===== config.mk =====
export PLATFORM = sky130hd
export DESIGN_NAME = op_select_counter
export DESIGN_NICKNAME = d
export VERILOG_FILES = /design/src/rtl/op_select_counter.sv
export SDC_FILE = /design/constraint.sdc
export NUM_CORES = 1
export LEC_CHECK = 0
export ABC_AREA = 0
export ABC_CLOCK_PERIOD_IN_PS = 2000
export BUFFER_PORTS_ARGS = -buffer_cell sky130_fd_sc_hd__buf_2
export CORE_AREA = 2 2 39 41
export CTS_BUF_LIST = sky130_fd_sc_hd__clkbuf_4
export DETAILED_ROUTE_END_ITERATION = 12
export DIE_AREA = 0 0 41 43
export SLEW_MARGIN = 20
export SYNTH_ARGS = -nofsm -noshare
export SYNTH_HDL_FRONTEND = slang
export SYNTH_SLANG_ARGS = --single-unit
export TNS_END_PERCENT = 20

===== constraint.sdc =====
create_clock -name clk -period 2 [get_ports clk]
set_clock_uncertainty 0.2 [all_clocks]
set_input_delay 0.2 -clock clk [delete_from_list [all_inputs] [get_ports clk]]
set_output_delay 0.2 -clock clk [all_outputs]
set_load 0.01 [all_outputs]

===== src/rtl/op_select_counter.sv =====
// Key-driven modulo-MODULUS up/down operation-select counter with synchronised key inputs.
// Optional per-key debounce filter is enabled by defining OP_SELECT_COUNTER_DEBOUNCE_EN.
module op_select_counter #(
  parameter int WIDTH           = 3,
  parameter int MODULUS         = 6,
  parameter int SYNC_STAGES     = 2,
  parameter int DEBOUNCE_CYCLES = 16
) (
  input  logic             clk,
  input  logic             rst,
  input  logic             key_up,
  input  logic             key_down,
  input  logic             clr,
  output logic [WIDTH-1:0] count,
  output logic             step,
  output logic             wrap
);

  generate
    if (MODULUS < 2 || longint'(MODULUS) > (64'd1 << WIDTH) ||
        SYNC_STAGES < 2 || DEBOUNCE_CYCLES < 1) begin : g_bad_param
      $error("op_select_counter: illegal parameters WIDTH=%0d MODULUS=%0d SYNC_STAGES=%0d DEBOUNCE_CYCLES=%0d",
             WIDTH, MODULUS, SYNC_STAGES, DEBOUNCE_CYCLES);
    end
  endgenerate

  localparam logic [WIDTH-1:0] TOP = WIDTH'(MODULUS - 1);

  logic [1:0] raw;
  logic [1:0] press;

  assign raw = {key_down, key_up};

  // All key-path flops reset to 1 so a key held through reset release never counts.
  for (genvar k = 0; k < 2; k++) begin : g_key
    logic [SYNC_STAGES-1:0] sync;
    logic                   level;
    logic                   hist;

    always_ff @(posedge clk or posedge rst) begin
      if (rst) sync <= '1;
      else     sync <= {sync[SYNC_STAGES-2:0], raw[k]};
    end

`ifdef OP_SELECT_COUNTER_DEBOUNCE_EN
    localparam int             CW   = $clog2(DEBOUNCE_CYCLES + 1);
    localparam logic [CW-1:0]  LOAD = CW'(DEBOUNCE_CYCLES);
    logic [CW-1:0] cnt;
    logic          stable;

    // Level is accepted only after DEBOUNCE_CYCLES consecutive disagreeing samples.
    always_ff @(posedge clk or posedge rst) begin
      if (rst) begin
        stable <= 1'b1;
        cnt    <= LOAD;
      end else if (sync[SYNC_STAGES-1] == stable) begin
        cnt <= LOAD;
      end else if (cnt <= CW'(1)) begin
        stable <= sync[SYNC_STAGES-1];
        cnt    <= LOAD;
      end else begin
        cnt <= cnt - 1'b1;
      end
    end

    assign level = stable;
`else
    assign level = sync[SYNC_STAGES-1];
`endif

    always_ff @(posedge clk or posedge rst) begin
      if (rst) hist <= 1'b1;
      else     hist <= level;
    end

    assign press[k] = level & ~hist;
  end

  always_ff @(posedge clk or posedge rst) begin
    if (rst) begin
      count <= '0;
      step  <= 1'b0;
      wrap  <= 1'b0;
    end else if (clr) begin
      count <= '0;
      step  <= 1'b0;
      wrap  <= 1'b0;
    end else begin
      step <= 1'b0;
      wrap <= 1'b0;
      case (press)
        2'b01: begin
          step <= 1'b1;
          if (count == TOP) begin
            count <= '0;
            wrap  <= 1'b1;
          end else begin
            count <= count + 1'b1;
          end
        end
        2'b10: begin
          step <= 1'b1;
          if (count == '0) begin
            count <= TOP;
            wrap  <= 1'b1;
          end else begin
            count <= count - 1'b1;
          end
        end
        default: ;
      endcase
    end
  end

endmodule


==> results.md <==
- Status: finished clean
- Maximum Capacitance Violations: 0
- Final hold vios: 0
- Flop and latch count out of synthesis: 11
- RSZ-0062 raised after global routing: false
- Die width: 41 microns
- Multiplexer share of the synthesized area: 0%
- Via/cell ratio: 4.70
- Seq. cell area: 283 sq um
- LEAKAGE: 0.286 nW
- Crit. End Element: register
- Most frequent cells after synthesis: 6 x dfstp_2, 5 x dfrtp_1, 4 x inv_1, 3 x nor2_1
- Mapped Area: 462 sq um
- Slew HR: 73.0%
- Row count: 14
- Post-DP HPWL: 539 microns
- Clk pin slew, worst setup/hold paths: 0.07 ns
- Most numerous cell in the Yosys netlist: dfstp_2
- Worst-margin pin slew: 0.405 ns
- Post-synth ARST share: 100%
- Vias: 329
- Peak VDD IR: 0.578 mV
- Fillers: 138
- Min-delay worst type: register to register
- Synth warnings: 0
- Number of global-route vias before repair: 336
- Diode count: 0
- Cells after DPL: 62
- Routability congestion estimate: 0.784
- # nets final: 62
- Area grow syn2layout: 28.7%
- DIE HEIGHT: 43 microns
- Multi-input logic area: 164 sq um
- Fmax: 535 MHz
- Power share of the clock group: 32.0%
- Antenna violations before repair: 0
- # DRC: 0
- Final period util: 93.5%
- Synth cell types: 20
- Final WL: 760 microns
- Clock Path Buffers: 2
- Power density over the cells: 758 nW/um^2
- First-pass GRT wire length: 1370 microns
- Sequential fraction of design power: 55.7%
- Place WS: 0.140 ns
- Min Tclk post-route: 1.87 ns
- Area share of the largest cell type after synthesis: 34.1%
- GRT overflow: 0
- Largest family of logic cells by synthesized area: simple AND/OR/NAND/NOR gates
- Synth Instances: 37
- Critical Path Start Type: register
- Setup bufs post-CTS: 0
- Worst-Skew Late Latency: 0.26 ns
- Largest area contributor in the netlist: dfstp_2
- Final Max Slew Viols: 0
- Fraction of layout cells with a size suffix above 1: 38.9%
- CTS root buf: clkbuf_4
- Routed wire per std cell: 10.9 microns
- CTS tree: yes
- Post-Synth Simple-Gate Area: 19.5%
- Sw Ratio: 24.1%
- Setup CP Type: register to register
- Final setup violation count: 0
- Sequential area share after synthesis: 61.2%
- Core Box Area: 1380 sq um
- Int Pwr: 342 uW
- Final worst setup slack: 0.131 ns
- EDFF count, synth: 0
- Post-synthesis compound-gate area fraction: 8.67%
- Critical Path RT: 1.98 ns
- Sink Count: 11
- Iter 0 DRT Violations: 3
- Antenna-violating nets left: 0
- Synth Area in XOR/XNOR: 1.90%
- P_sw: 109 uW
- Synth area leaders: dfstp_2 34%, dfrtp_1 27%, ha_1 5.4%, inv_1 3.3%, a31oi_1 2.7%
- Total GRT Usage: 12.2%
- Initial Util: 33.4%
- Die area: 1760 sq um
- Comb power frac: 12.3%
- Crit path DAT: 1.85 ns
- Top Ports: 10
- Largest net degree at the start of global routing: 12
- Clock H-tree levels: 1
- # port buffers: 9
- Drt pass-1 iters: 2
- Prevailing post-synth register cell: dfstp_2
- Synth Area in Adders: 5.42%
- Mapped Nets: 44
- Post-Synthesis Mean Instance Area: 12.5 sq um
- Final Non-Filler Cells: 70
- Post-CTS resize count: 0
- Crit path max fanout: 6
- Clock buffer count from CTS: 3
- Setup_tns: 0 ns
final cells by class:
| class | instances | share of cell area, % |
|---|---|---|
| timing repair buffer | 13 | 14.3 |
| multi-input combinational | 22 | 27.6 |
| sequential | 11 | 47.6 |
| clock inverter | 1 | 0.842 |
| inverter | 4 | 2.53 |
| clock buffer | 3 | 3.79 |
| tap | 16 | 3.37 |
power by group through the flow:
stage | registers (mW) | clock network [mW] | logic [mW]
after floorplan | 0.257 | 0 | 0.0290
after global placement | 0.254 | 0 | 0.0491
after detailed placement | 0.255 | 0 | 0.0498
after CTS | 0.252 | 0.153 | 0.0558
after global routing | 0.255 | 0.165 | 0.0628
final | 0.251 | 0.144 | 0.0552
layout by cell type (no fill, tap or decap), drive strengths merged:
cell type and instances:
o21ai 2, nor4b 1, a21oi 1, nand3 1, xnor2 1, nor2 3, ha 2, dfstp 6
dlygate4sd3 4, inv 4, nor2b 1, nand3b 1, and4bb 1, clkinv 1, nand2b 2, a31oi 2
o31ai 1, and3b 1, buf 9, nand4b 1, and2b 1, dfrtp 5, clkbuf 3
layer usage:
layer	vias up	routed length [microns]	GRT usage [%]
met5	-	0	0
met4	0	9	4.00
met3	2	54	7.85
met2	10	366	17.5
met1	155	329	14.5
li1	162	-	-
repair_timing:
action,4_1_cts,5_1_grt
hold buffers,4,0
hold endpoints to repair,11,0
endpoints found under the setup margin,0,0
final timing paths:
check	start	endpoint	slack, ns	depth (start not counted)
worst max register to register	g_key[0].sync[1]	count[1]	0.13	6
min in group asynchronous	rst	count[0]	0.26	3
max in group asynchronous	rst	g_key[1].hist	1.01	3
worst max-delay path	g_key[0].sync[1]	count[1]	0.13	6
worst min-delay path	g_key[1].sync[0]	g_key[1].sync[1]	0.16	0
worst min register to register	g_key[1].sync[0]	g_key[1].sync[1]	0.16	0
sequential cells by signal (all words and copies together) (netlist names):
register and count:
count 3, g_key.hist 2, g_key.sync 4, step 1, wrap 1
worst max-delay path: stages (launching register included):
cell and delay (ns):
dfstp_2 0.54, nor2b_1 0.17, inv_1 0.06, ha_1 0.27
and4bb_1 0.31, a31oi_1 0.06, o31ai_2 0.18
metrics by stage:
stage / power [mW] / hold WS, ns / instance area [sq um] / utilization [%]
6_report: 0.451 / 0.157 / 594 / 42.9
4_1_cts: 0.460 / 0.158 / 594 / 42.9
3_3_place_gp: 0.304 / 0.00120 / 527 / 38.1
5_1_grt: 0.483 / 0.165 / 594 / 42.9
2_1_floorplan: 0.286 / -0.152 / 462 / -
3_5_place_dp: 0.305 / 0.000894 / 527 / 38.1
cells by family after synthesis:
logic type / count (synthesis)
flip-flops: 11
XOR/XNOR: 1
adder cells (fa/ha/maj): 2
AO/OA/AOI/OAI: 6
AND/OR/NAND/NOR: 13
buffers and inverters: 4
No activity file was read; power rests on OpenSTA's default activity.
